$ cat config.mk
export PLATFORM = sky130hd
export DESIGN_NAME = noun_loader
export DESIGN_NICKNAME = d
export VERILOG_FILES = /design/src/rtl/noun_loader_pkg.sv /design/src/rtl/noun_loader.sv
export SDC_FILE = /design/constraint.sdc
export NUM_CORES = 1
export LEC_CHECK = 0
export ABC_CLOCK_PERIOD_IN_PS = 2850
export BUFFER_PORTS_ARGS = -buffer_cell sky130_fd_sc_hd__buf_2
export CORE_UTILIZATION = 30
export DETAILED_ROUTE_END_ITERATION = 8
export SLEW_MARGIN = 20
export SYNTH_ARGS = -nofsm -noshare
export SYNTH_HDL_FRONTEND = slang
export SYNTH_SLANG_ARGS = --single-unit
$ cat constraint.sdc
create_clock -name clk -period 2.85 [get_ports clk]
set_input_delay 0.1425 -clock clk [delete_from_list [all_inputs] [get_ports clk]]
set_output_delay 0.1425 -clock clk [all_outputs]
set_load 0.1 [all_outputs]
$ cat src/rtl/noun_loader_pkg.sv
// noun_loader_pkg: memory unit widths and function encodings shared by the loader and its bench
package noun_loader_pkg;
  localparam int MEM_ADDR_W = 8;
  localparam int MEM_DATA_W = 16;
  localparam logic [1:0] MEM_FUNC_WRITE = 2'b01;
endpackage

$ cat src/rtl/noun_loader.sv
// noun_loader: streams a tagged noun image into memory one write at a time, then launches traversal at base+entry_offset
module noun_loader
  import noun_loader_pkg::*;
#(
  parameter int ADDR_W = MEM_ADDR_W,
  parameter int DATA_W = MEM_DATA_W
) (
  input  logic              clk,
  input  logic              rst,
  input  logic              load_start,
  input  logic [ADDR_W-1:0] base_addr,
  input  logic [ADDR_W-1:0] entry_offset,
  input  logic              s_valid,
  input  logic [DATA_W-1:0] s_data,
  input  logic              s_last,
  output logic              s_ready,
  input  logic              mem_ready,
  output logic              mem_execute,
  output logic [1:0]        mem_func,
  output logic [ADDR_W-1:0] address1,
  output logic [ADDR_W-1:0] address2,
  output logic [DATA_W-1:0] write_data,
  output logic              trav_execute,
  output logic [ADDR_W-1:0] start_addr,
  output logic              busy,
  output logic              done,
  output logic              overflow,
  output logic [ADDR_W-1:0] word_count
);
  typedef enum logic [2:0] {S_IDLE, S_ACCEPT, S_ISSUE, S_WAIT, S_LAUNCH, S_ERROR} state_t;
  state_t state, state_n;
  logic [ADDR_W-1:0] wr_addr;
  logic [DATA_W-1:0] cap_data;
  logic cap_last, wait_first, start_ok, wr_done, at_top;
  assign start_ok = load_start && (state == S_IDLE || state == S_LAUNCH || state == S_ERROR);
  assign wr_done = state == S_WAIT && !wait_first && mem_ready;
  assign at_top = wr_addr == '1;
  always_ff @(posedge clk or negedge rst)
    if (!rst) state <= S_IDLE;
    else state <= state_n;
  always_comb begin
    state_n = state;
    case (state)
      S_IDLE, S_LAUNCH, S_ERROR: state_n = start_ok ? S_ACCEPT : state;
      S_ACCEPT: state_n = s_valid ? S_ISSUE : S_ACCEPT;
      S_ISSUE: state_n = mem_ready ? S_WAIT : S_ISSUE;
      S_WAIT: state_n = !wr_done ? S_WAIT : cap_last ? S_LAUNCH : at_top ? S_ERROR : S_ACCEPT;
      default: state_n = S_IDLE;
    endcase
  end
  always_comb begin
    s_ready = state == S_ACCEPT;
    mem_execute = state == S_ISSUE && mem_ready;
    mem_func = rst ? MEM_FUNC_WRITE : 2'b00;
    address1 = mem_execute ? wr_addr : '0;
    address2 = '0;
    write_data = mem_execute ? cap_data : '0;
    trav_execute = state == S_LAUNCH;
    done = state == S_LAUNCH;
    busy = state == S_ACCEPT || state == S_ISSUE || state == S_WAIT;
  end
  always_ff @(posedge clk or negedge rst)
    if (!rst) begin
      wr_addr <= '0;
      start_addr <= '0;
      word_count <= '0;
      cap_data <= '0;
      cap_last <= 1'b0;
      overflow <= 1'b0;
      wait_first <= 1'b0;
    end else begin
      wait_first <= state == S_ISSUE && mem_ready;
      if (start_ok) begin
        wr_addr <= base_addr;
        start_addr <= base_addr + entry_offset;
        word_count <= '0;
        overflow <= 1'b0;
      end
      if (state == S_ACCEPT && s_valid) begin
        cap_data <= s_data;
        cap_last <= s_last;
      end
      if (wr_done) begin
        word_count <= word_count + 1'b1;
        if (at_top && !cap_last) overflow <= 1'b1;
        else wr_addr <= wr_addr + 1'b1;
      end
    end
endmodule

==> results.md, run 1 <==
- The number of buffers and inverters on the critical path is 1.
- For this run, the register share of the synthesized area comes to 0.450.
- The flop and latch count out of synthesis is 46.
- The buffer count from post-CTS setup fixing is 0.
- Dividing the synthesized area by the synthesized cell count gives 9.80 um2.
- The via total after detailed routing is 2109.
- The residual antenna-violating net count after detailed routing is 0.
- The CTS tree is yes.
- Clock-pin slew was measured on the worst setup and hold paths at 90 ps.
- The die is 94.4 um tall.
- The floorplan step set the die width to 94.4 um.
- The arrival time at the worst endpoint is 2140 ps.
- For this run, the number of Yosys warnings is 0.
- The total standard cell area after synthesis is 2560 um2.
- The count of different cell masters after synthesis is 43.
- The post-DP HPWL is 4510 um.
- The share of final-layout standard cells stronger than drive strength 1 is 0.348.
- The fraction of synthesized cell area taken by the top area cell type is 0.450.
- The worst path needs 2280 ps of the cycle, external delays included.
- The critical-path maximum fanout is 26.
- The complex-gate fraction of the synthesized area is 0.134.
- For this configuration, the core starts out at a cell density of 0.311.
- By area the synthesized netlist is led by sky130_fd_sc_hd__dfrtp_1 45%, sky130_fd_sc_hd__mux2_2 7.0%, sky130_fd_sc_hd__and2_1 6.1%, sky130_fd_sc_hd__nand2_1 4.8%, sky130_fd_sc_hd__ha_1 4.4%.
- The post-cts hold buffer count is 0.
- The kind of capture point of the worst setup path is an output pin.
- The clock reaches the later pin of the worst-skew pair after 300 ps.
- The number of buffers inserted by port buffering is 84.
- The count of instances resized after the clock tree is built is 0.
- Dividing the final minimum period by the clock period gives 0.801.
- The worst voltage drop across the vdd grid is 0.522 mV.
- Counting the buffers created by CTS gives 5.
- In this run the count of I/O pins placed on the die edge is 94.
- At the end of the flow, the number of nets in the layout was 389.
- The maximum cell stage delay along the critical path is 590 ps.
- Headroom to the max-slew limit came out at 0.515.
- The worst setup path is launched from a flop.
- The final-report max-slew violation count is 0.
- Of the total synthesized cell area, the portion taken by AND, OR, NAND and NOR gates is 0.197.
- The aggregate global routing overflow is 0.
- The die footprint is 8900 um2.
- The routed wire length per instance is 13.6 um.
- The share of the synthesized netlist area taken by xor and xnor gates is 0.0240.
- The max capacitance violation total is 0.
- From synthesis to final layout, the design area changed by 22.7%.
- In the routed design, unresolved DRC markers number 0.
- The first-pass GRT wire length is 9650 um.
- In this run the critical register-to-register path is launched from state[0].
- The via count of the first global-routing pass came to 1978.
- The final layout contains routed wiring with a total length of 6100 um.
- The critical path goes through and4bb_2, and2_1, buf_2.
- No sink is reached through more buffers than the 2 on the longest clock path.
- Setup violations remaining at the end of the flow were counted as 0.
- The violation count after the first detailed-routing iteration is 92.
- The combined global-route utilization of all metal layers is 0.139.
- At the end of routability-driven placement, the weighted congestion stood at 0.786.
- Adding up every negative setup slack in the final design gives 0 ps.
- In this run the power density over the cells is 1170 nW/um2.
- Summing all non-filler instances in the final layout gives an area of 3140 um2.
- The multiplexer area fraction after synthesis is 0.0822.
- In this run the cell area measured after placement is 3030 um2.
- The analysis attributes to cell leakage a power of 1.57 nW.
- The worst hold slack after final layout is 7.66 ps.
- The placement row count is 33.
- The initial antenna violation count was 0.
- The final core utilization is 0.382.
- After synthesis, the largest family of logic cells by area is simple AND/OR/NAND/NOR gates.
- In this design, the largest share of critical-path delay is due to simple AND/OR/NAND/NOR gates.
- The count of TritonRoute iterations in the first routing pass is 4.
- The clock net in this run drives a total of 46 sinks.
- The gate count after technology mapping is 261.
- The maximum number of pins on one net before global-route repair is 47.
- sky130_fd_sc_hd__dfrtp_1 takes more of the synthesized area than any other cell.
- Of the total synthesized cell area, the portion taken by full adders, half adders and majority gates is 0.0518.
- The post-route clock skew is 3.56 ps.
- The number of hold violations in the final report is 0.
- Among all stages on the critical path, the largest delay is contributed by sky130_fd_sc_hd__dfrtp_1.
- Dividing the detail-routed via count by the number of cells gives 4.72.
- At the pin with the least slew margin, the transition time is 726 ps.
- Setup repair after global routing left no endpoint under its margin.
- Data on the critical path is required at its endpoint by 2710 ps.
- The flow ran to the end, and the final reports show no timing, DRC or antenna violations.
- In this run the clock root is driven by a sky130_fd_sc_hd__clkbuf_8.
- The floorplan step defined a core boundary enclosing 8220 um2.
- The class of the most critical setup path is flop to output pin.
- The H-tree generated during clock tree synthesis spans 2 levels.
- The path class of the tightest hold or removal check is input pin to asynchronous set/reset pin.
- The sum of internal, switching and leakage power is 0.00367 W.
- For this run, the top clock speed supported by timing is 438 MHz.
- 0 antenna diodes ended up in the layout.
- The most critical setup path has its startpoint at state[1].
-- placed cells by master (no fill, tap or decap), types with 3 or more instances in the layout --
cell | Yosys | layout
sky130_fd_sc_hd__o221a_2 | 3 | 3
sky130_fd_sc_hd__o21ai_0 | 21 | 21
sky130_fd_sc_hd__ha_1 | 9 | 9
sky130_fd_sc_hd__conb_1 | 1 | 9
sky130_fd_sc_hd__clkbuf_8 | 0 | 5
sky130_fd_sc_hd__inv_1 | 5 | 5
sky130_fd_sc_hd__xnor2_1 | 5 | 5
sky130_fd_sc_hd__mux2i_1 | 3 | 3
sky130_fd_sc_hd__and3_1 | 4 | 4
sky130_fd_sc_hd__a31oi_1 | 5 | 5
sky130_fd_sc_hd__nor2_1 | 13 | 13
sky130_fd_sc_hd__a211oi_1 | 3 | 3
sky130_fd_sc_hd__nand3_1 | 3 | 3
sky130_fd_sc_hd__dfrtp_1 | 46 | 46
sky130_fd_sc_hd__nand2_1 | 33 | 33
sky130_fd_sc_hd__mux2_2 | 16 | 16
sky130_fd_sc_hd__a21oi_1 | 11 | 11
sky130_fd_sc_hd__nor2b_1 | 4 | 4
sky130_fd_sc_hd__buf_2 | 2 | 84
sky130_fd_sc_hd__and2_1 | 25 | 25
sky130_fd_sc_hd__nand4_1 | 4 | 4
-- metal layers --
layer,up-vias,GRT usage,share of wire
met5,-,0,0
met4,0,0.0551,0.014
met3,4,0.0411,0.084
met2,81,0.223,0.45
met1,973,0.177,0.45
li1,1051,-,-
-- synthesized netlist by cell type --
cell,number
sky130_fd_sc_hd__nor3_1,3
sky130_fd_sc_hd__o21a_1,2
sky130_fd_sc_hd__a21o_1,1
sky130_fd_sc_hd__ha_1,9
sky130_fd_sc_hd__clkbuf_1,6
sky130_fd_sc_hd__o221a_2,3
sky130_fd_sc_hd__a21oi_2,1
sky130_fd_sc_hd__nor4_1,1
sky130_fd_sc_hd__nor2_1,13
sky130_fd_sc_hd__or3_4,1
sky130_fd_sc_hd__mux2_2,16
sky130_fd_sc_hd__and4bb_2,1
sky130_fd_sc_hd__and2_4,1
sky130_fd_sc_hd__a221o_1,2
sky130_fd_sc_hd__o32ai_1,1
sky130_fd_sc_hd__nor3b_1,1
sky130_fd_sc_hd__dfrtp_1,46
sky130_fd_sc_hd__inv_1,5
sky130_fd_sc_hd__nand2_1,33
sky130_fd_sc_hd__mux2i_1,3
sky130_fd_sc_hd__and2_1,25
sky130_fd_sc_hd__o21ai_0,21
sky130_fd_sc_hd__xnor2_1,5
sky130_fd_sc_hd__o21bai_1,2
sky130_fd_sc_hd__o211ai_1,1
sky130_fd_sc_hd__buf_2,2
sky130_fd_sc_hd__conb_1,1
sky130_fd_sc_hd__nand4_1,4
sky130_fd_sc_hd__o22ai_1,1
sky130_fd_sc_hd__nand3b_1,1
sky130_fd_sc_hd__xor2_1,2
sky130_fd_sc_hd__nand4b_1,1
sky130_fd_sc_hd__nand2b_1,1
sky130_fd_sc_hd__a21oi_1,11
sky130_fd_sc_hd__buf_6,1
sky130_fd_sc_hd__nand3_1,3
sky130_fd_sc_hd__buf_4,12
sky130_fd_sc_hd__fa_1,1
sky130_fd_sc_hd__a31oi_1,5
sky130_fd_sc_hd__o31ai_1,1
sky130_fd_sc_hd__a211oi_1,3
sky130_fd_sc_hd__nor2b_1,4
sky130_fd_sc_hd__and3_1,4
-- final cells by class --
cell class | instances | area [um2]
Timing Repair Buffer | 86 | 435
Inverter | 5 | 18.8
Tap cell | 105 | 131
Multi-Input combinational cell | 197 | 1290
Sequential cell | 46 | 1150
Clock buffer | 5 | 68.8
Fill cell | 854 | 5080
Clock inverter | 3 | 40.0
-- report_power, final --
part / internal (W) / switching [W] / leakage [nW]
sequential: 0.000918 / 0.000210 / 0.565
combinational: 0.000484 / 0.00157 / 0.949
clock: 0.000259 / 0.000230 / 0.0579
total: 0.00166 / 0.00201 / 1.57
-- state kept, by name, summed over array words and instances (netlist names) --
register / count
overflow: 1
state: 3
cap_data: 16
start_addr: 8
word_count: 8
cap_last: 1
wr_addr: 8
wait_first: 1
-- worst paths after layout --
path	to	slack, ps	cells after the start
min in group clk	state[2]	40	2
max in group asynchronous	wr_addr[0]	2430	2
worst max register to register	wr_addr[6]	940	5
worst min-delay path	word_count[2]	8	2
worst max-delay path	address1[1]	570	3
worst min register to register	start_addr[1]	470	2
-- stage by stage --
step | setup WS (ps) | instances
global route | 430 | 447
floorplan | 403 | 269
finish | 566 | 447
CTS | 537 | 447
global placement | 900 | 439
detailed placement | 892 | 439
-- cell families (layout without fill, tap and decap cells) --
family	after synthesis	count (layout)
and+or+nand+nor	97	97
AOI/OAI and AO/OA	55	55
buffers and inverters	26	99
xor gates and xnor gates	7	7
other	1	9
DFF	46	46
adders and majority gates	10	10
muxes	19	19
Note: power is estimated with default switching activity, not from simulation.
==> run 2, diff against run 1 <==
--- a/config.mk
+++ b/config.mk
@@ -5,7 +5,7 @@
 export SDC_FILE = /design/constraint.sdc
 export NUM_CORES = 1
 export LEC_CHECK = 0
-export ABC_CLOCK_PERIOD_IN_PS = 2850
+export ABC_CLOCK_PERIOD_IN_PS = 2200
 export BUFFER_PORTS_ARGS = -buffer_cell sky130_fd_sc_hd__buf_2
 export CORE_UTILIZATION = 30
 export DETAILED_ROUTE_END_ITERATION = 8
==> constraint.sdc (replaced) <==
create_clock -name clk -period 2.2 [get_ports clk]
set_input_delay 0.11 -clock clk [delete_from_list [all_inputs] [get_ports clk]]
set_output_delay 0.11 -clock clk [all_outputs]
set_load 0.1 [all_outputs]
==> run 2 against run 1 <==
Compared with the run above: power increased by 30%; clock-buffer cell count is 3 higher; largest cell class unchanged; first-iteration DRC count up 47%; critical path depth stayed put; critical endpoint is now write_data[7]; clock skew is 1.1 ps higher.
==> results.md, run 2 (same netlist as run 1, synthesis figures left out) <==
- The number of hold violations in the final report was 0.
- The initial antenna violation count is 0.
- The internal portion of the total power is 0.00218 W.
- The routed wire length per instance is 13.3 um.
- The max capacitance violation total is 0.
- In this run the worst hold path is classified as input pin to flop.
- The wire-length estimate of the detail-placed layout is 4420 um.
- The residual antenna-violating net count after detailed routing is 0.
- The maximum number of pins on one net before global-route repair is 47.
- STA classifies the critical path startpoint as a flop.
- In this run the tightest slew margin relative to its limit is 0.603.
- The violation count after the first detailed-routing iteration is 135.
- Of the available clock period, the critical path in the final layout requires 0.939.
- The register with the most flip-flops in the layout has 16 of them.
- For this run, design rule violations remaining after detail routing come to 0.
- The static power due to leakage is 1.58 nW.
- The first global-routing pass estimated 10200 um of wire.
- 94 I/O pins were placed.
- The average via count per standard cell is 4.77.
- Of all nets on the critical path, the largest fanout is 26.
- TritonCTS built the clock tree.
- In this run the vertical extent of the chip is 94.4 um.
- In the global route stage, overall resource usage came out at 0.145.
- Clock tree synthesis selected as its root buffer the cell sky130_fd_sc_hd__clkbuf_8.
- Counting I/O delays and the setup requirement, the final critical path takes 2070 ps.
- The TritonCTS buffer count is 5.
- The post-synthesis to final-layout area growth is 25.8%.
- For the worst-skew pair, the clock arrives at the later sink with an insertion delay of 290 ps.
- The clock share of power is 0.126.
- The via count of the first global-routing pass is 2056.
- The post-place setup slack is 291 ps.
- In this run the tool buffered the top-level ports with 84 buffer cells.
- The die footprint is 8900 um2.
- In this run the deepest clock path goes through 2 buffers.
- The final core utilization is 0.392.
- Setup repair after global routing left no endpoint under its margin.
- The number of sinks on the clock net is 46.
- The initial core utilization is 0.311.
- The critical path required time is 2090 ps.
- The kind of capture point of the worst setup path is an output pin.
- The class of the most critical setup path is flop to output pin.
- The flow ran to the end, and the final reports show no timing, DRC or antenna violations.
- The number of cells on the worst hold path is 2.
- The least setup slack across all paths after layout is 134 ps.
- The proportion of power drawn by flip-flops and latches is 0.309.
- The number of diodes added for antenna fixing is 0.
- Measured in cells, the most critical reg-to-reg path has a length of 6.
- Across the routed clock network, the largest skew measured is 4.68 ps.
- The placer congestion estimate is 0.801.
- The final layout net count is 392.
- The sum of internal, switching and leakage power is 0.00476 W.
- The part of the power in combinational logic is 0.565.
- The aggregate global routing overflow is 0.
- The library cell used most frequently in the layout, excluding fill and tap cells, is sky130_fd_sc_hd__buf_2.
- The analysis attributes to net switching a power of 0.00259 W.
- Setup violations remaining at the end of the flow were counted as 0.
- The worst voltage drop across the vdd grid is 0.599 mV.
- At the pin with the least slew margin, the transition time is 596 ps.
- The final-report max-slew violation count is 0.
- For this run, the detailed router's first-pass iteration total came to 4.
- The arrival time at the worst endpoint is 1960 ps.
- The library cells used most frequently in the layout, excluding fill and tap cells, are 69 x sky130_fd_sc_hd__buf_2, 46 x sky130_fd_sc_hd__dfrtp_1, 33 x sky130_fd_sc_hd__nand2_1.
- The via total after detailed routing is 2145.
- Dividing total power by cell area gives a power density of 1480 nW/um2.
- The placement row count is 33.
- Of the total power, the share spent switching nets is 0.543.
- The highest clock frequency the design can meet is 484 MHz.
- Wires add up to 6000 um.
- After clock tree synthesis, the clock-pin slew on the worst setup and hold paths is 80 ps.
- The most flop-heavy register is cap_data.
- The H-tree was split into 2 levels.
- The share of final-layout standard cells stronger than drive strength 1 is 0.377.
- The floorplan step set the die width to 94.4 um.
- The area of the core region is 8220 um2.
==> run 2: area by class of cell <==
type                    count  area (um2)
inverters                   5        18.8
repair buffers             89         498
flip-flops and latches     46        1150
multi-input cells         197        1310
clock buffers               8         110
well taps                 105         131
fillers                   854        5000
==> run 2: final timing paths <==
path / startpoint / end / slack [ps]
min in group asynchronous: rst / cap_data[3] / 460
worst min-delay path: load_start / state[2] / 20
worst min register to register: start_addr[0] / start_addr[0] / 470
worst max-delay path: state[1] / write_data[7] / 130
worst max register to register: wr_addr[0] / wr_addr[0] / 330
max in group asynchronous: rst / start_addr[1] / 1350
==> run 2: per-stage QoR <==
| stage | instance area (um2) | cells | TNS [ps] | hold slack (ps) |
|---|---|---|---|---|
| finish | 3220 | 450 | 0 | 18.0 |
| global placement | 3060 | 441 | 0 | 269 |
| floorplan | 2610 | 269 | -209 | -186 |
| global route | 3220 | 450 | 0 | 6.52 |
| CTS | 3180 | 450 | 0 | 3.61 |
| detailed placement | 3060 | 441 | 0 | 268 |
==> run 2: power groups by stage <==
stage,clock (W),sequential [W],combinational [W]
CTS,0.000639,0.00148,0.00269
global route,0.000668,0.00154,0.00288
global placement,0,0.00147,0.00266
detailed placement,0,0.00148,0.00269
floorplan,0,0.00203,0.00168
finish,0.000599,0.00147,0.00269
==> run 2: timing repair <==
item	4_1_cts	5_1_grt
gates resized for setup	1	15
setup buffers	0	0
endpoints found under the hold margin	46	0
endpoints found under the setup margin	24	15
hold buffers	1	0
==> run 2: routing by layer <==
layer / routed length (um) / GRT usage / vias to the layer above / share of wire
met4: 72 / 0.0359 / 0 / 0.012
li1: - / - / 1058 / -
met5: 0 / 0 / - / 0
met2: 2770 / 0.231 / 74 / 0.46
met1: 2740 / 0.198 / 1006 / 0.46
met3: 423 / 0.0370 / 7 / 0.070
==> run 2: critical path: stages (launching register included) <==
cell                       delay [ps]
sky130_fd_sc_hd__dfrtp_1          580
sky130_fd_sc_hd__and4bb_4         470
sky130_fd_sc_hd__and2_2           190
sky130_fd_sc_hd__buf_2            410
==> run 3, diff against run 2 <==
--- a/config.mk
+++ b/config.mk
@@ -6,8 +6,9 @@
 export NUM_CORES = 1
 export LEC_CHECK = 0
 export ABC_CLOCK_PERIOD_IN_PS = 2200
-export BUFFER_PORTS_ARGS = -buffer_cell sky130_fd_sc_hd__buf_2
+export BUFFER_PORTS_ARGS = -buffer_cell sky130_fd_sc_hd__clkbuf_2
 export CORE_UTILIZATION = 30
+export CTS_BUF_LIST = sky130_fd_sc_hd__clkbuf_8 sky130_fd_sc_hd__clkbuf_16
 export DETAILED_ROUTE_END_ITERATION = 8
 export SLEW_MARGIN = 20
 export SYNTH_ARGS = -nofsm -noshare
==> run 3 against run 2 <==
Compared with the run above: setup slack better by 99 ps; wire length is 0.72% higher; register-to-register slack worse by 20 ps; global-route usage is 0.12 points lower; critical endpoint is now mem_execute; critical path type unchanged; cell area is 4.0% higher; combinational power is 3% higher; core utilization is 1.6 points higher; clock power is 7.5% higher; highest routed layer unchanged; critical path depth is 1 lower; via count is 0.56% higher; largest power group unchanged.
==> results.md, run 3 (same netlist as run 1, synthesis figures left out) <==
- The arrival time at the worst endpoint is 1860 ps.
- The number of hold violations in the final report is 0.
- The worst reg-to-reg path cell count is 6.
- The count of pins on the block boundary is 94.
- The critical path required time is 2090 ps.
- The region available for standard cell placement spans 8220 um2.
- Dividing the detail-routed via count by the number of cells gives 4.81.
- The tree is rooted in a sky130_fd_sc_hd__clkbuf_8.
- The class of the most critical setup path is flop to output pin.
- The detailed router finished its first iteration with 133 violations.
- The TritonCTS buffer count is 5.
- The hold path startpoint is s_last.
- In the layout the commonest cells are 60 x sky130_fd_sc_hd__clkbuf_2, 46 x sky130_fd_sc_hd__dfrtp_1, 33 x sky130_fd_sc_hd__nand2_1.
- The die width is 94.4 um.
- Along the worst path, the maximum fanout reaches 26.
- The clock insertion delay at the later pin of the skew report is 290 ps.
- The register with the most flip-flops in the final layout is cap_data.
- The residual antenna-violating net count after detailed routing is 0.
- The part of the power in combinational logic is 0.569.
- In this run the tool buffered the top-level ports with 84 buffer cells.
- Power spread over the standard cell area amounts to 1460 nW/um2.
- The number of cells on the worst hold path is 3.
- The net switching power is 0.00260 W.
- The post-synthesis to final-layout area growth is 30.9%.
- The total overflow left after global routing is 0.
- The total number of H-tree levels is 2.
- Before antenna repair, the detailed router went through 4 iterations.
- Setup violations remaining at the end of the flow were counted as 0.
- The placement row count is 33.
- Once placement finished, the instance area stood at 3220 um2.
- The register with the most flip-flops in the layout has 16 of them.
- The startpoint type of the worst setup path is a flop.
- In this run the worst setup path begins at state[1].
- In this run, placement finished with an instance count of 440.
- The via count of the first global-routing pass was 2114.
- The flow ran to the end, and the final reports show no timing, DRC or antenna violations.
- The final instance area is 3350 um2.
- The via total after detailed routing is 2157.
- The first-pass GRT wire length is 10100 um.
- In the global route stage, overall resource usage came out at 0.144.
- Once layout is complete, the cells apart from fillers number 448.
- The routed wire length per instance is 13.5 um.
- The initial antenna violation count came to 0.
- Headroom to the max-slew limit came out at 0.589.
- The ratio of final minimum period to clock period is 0.894.
- The initial core utilization is 0.311.
- At the pin with the least slew margin, the transition time is 617 ps.
- After layout, the minimum clock period comes to 1970 ps.
- The number of fillers in the final layout is 837.
- The total wire length after detailed routing is 6050 um.
- For this design, the sink count on the clock tree is 46.
- STA classifies the critical path endpoint as an output pin.
- The startpoint of the most critical register-to-register path is wr_addr[0].
- Of the total power, registers draw 0.300.
- Setup repair after global routing left no endpoint under its margin.
- The post-DP HPWL is 4450 um.
- The buffer count from post-CTS setup fixing is 0.
- For this design the static power due to leakage is 1.61 nW.
- The worst hold slack after final layout is 25.7 ps.
- The final-report max-slew violation count is 0.
- The die is 94.4 um tall.
- The final layout net count is 391.
- The placer congestion estimate is 0.822.
- The maximum root-to-sink buffer count is 2.
- The most frequent standard cell in the layout excluding fill and tap cells is sky130_fd_sc_hd__clkbuf_2.
- The die footprint is 8900 um2.
- The CTS tree is yes.
- The share of final-layout standard cells stronger than drive strength 1 is 0.373.
- In this run the worst hold path is classified as input pin to flop.
- For this run, the top clock speed supported by timing is 508 MHz.
- 0 antenna diodes ended up in the layout.
- Internal power comes to 0.00229 W.
- On the final layout, the worst clock skew is 8.69 ps.
- Clock-pin slew was measured on the worst setup and hold paths at 80 ps.
- The worst voltage drop across the vdd grid is 0.599 mV.
- For this run, design rule violations remaining after detail routing come to 0.
- The share of total power dissipated in the clock network is 0.132.
- The fraction of power spent switching nets is 0.532.
- The maximum number of pins on one net before global-route repair is 47.
- Across the run, the number of max-cap violations was 0.
run 3: final timing paths:
check | to | slack (ps)
hold / removal | cap_last | 30
hold reg to reg | start_addr[6] | 480
setup reg to reg | wr_addr[7] | 310
setup / recovery | mem_execute | 230
max in group asynchronous | cap_data[15] | 1310
min in group asynchronous | wr_addr[1] | 460
run 3: timing repair:
item,in CTS,in global routing
endpoints found under the hold margin,46,0
hold buffers,1,0
gates resized for setup,0,1
setup endpoints to repair,0,16
run 3: per-stage QoR:
step	worst slack [ps]	TNS [ps]	utilization	total power, W
6_report	233	0	0.408	0.00490
5_1_grt	116	0	0.408	0.00520
4_1_cts	57.4	0	0.407	0.00495
3_5_place_dp	359	0	0.392	0.00428
3_3_place_gp	400	0	0.392	0.00423
2_1_floorplan	-209	-209	-	0.00371
run 3: power groups by stage:
| stage | sequential, W | combinational (W) | clock (W) |
|---|---|---|---|
| after CTS | 0.00147 | 0.00281 | 0.000674 |
| after floorplan | 0.00203 | 0.00168 | 0 |
| final | 0.00147 | 0.00278 | 0.000644 |
| after global routing | 0.00153 | 0.00296 | 0.000708 |
| after global placement | 0.00146 | 0.00277 | 0 |
| after detailed placement | 0.00149 | 0.00279 | 0 |
run 3: cell type report:
class                      count  area (um2)  share of cell area
multi-input combinational    197        1310               0.391
sequential                    46        1150               0.344
timing repair buffer          88         626               0.187
tap                          105         131              0.0392
clock buffer                   6        82.6              0.0247
clock inverter                 1        30.0             0.00897
inverter                       5        18.8             0.00560
run 3: layer usage:
metal  up-vias  wire length (um)  track usage
met1      1021              2780        0.194
met3         6               450       0.0443
met2        80              2740        0.225
met4         0                68       0.0372
li1       1050                 -            -
met5         -                 0            0
run 3: worst max-delay path, stage by stage, from the launching register on:
cell and delay, ps:
sky130_fd_sc_hd__dfrtp_1 580, sky130_fd_sc_hd__and4bb_4 470, sky130_fd_sc_hd__clkbuf_2 510
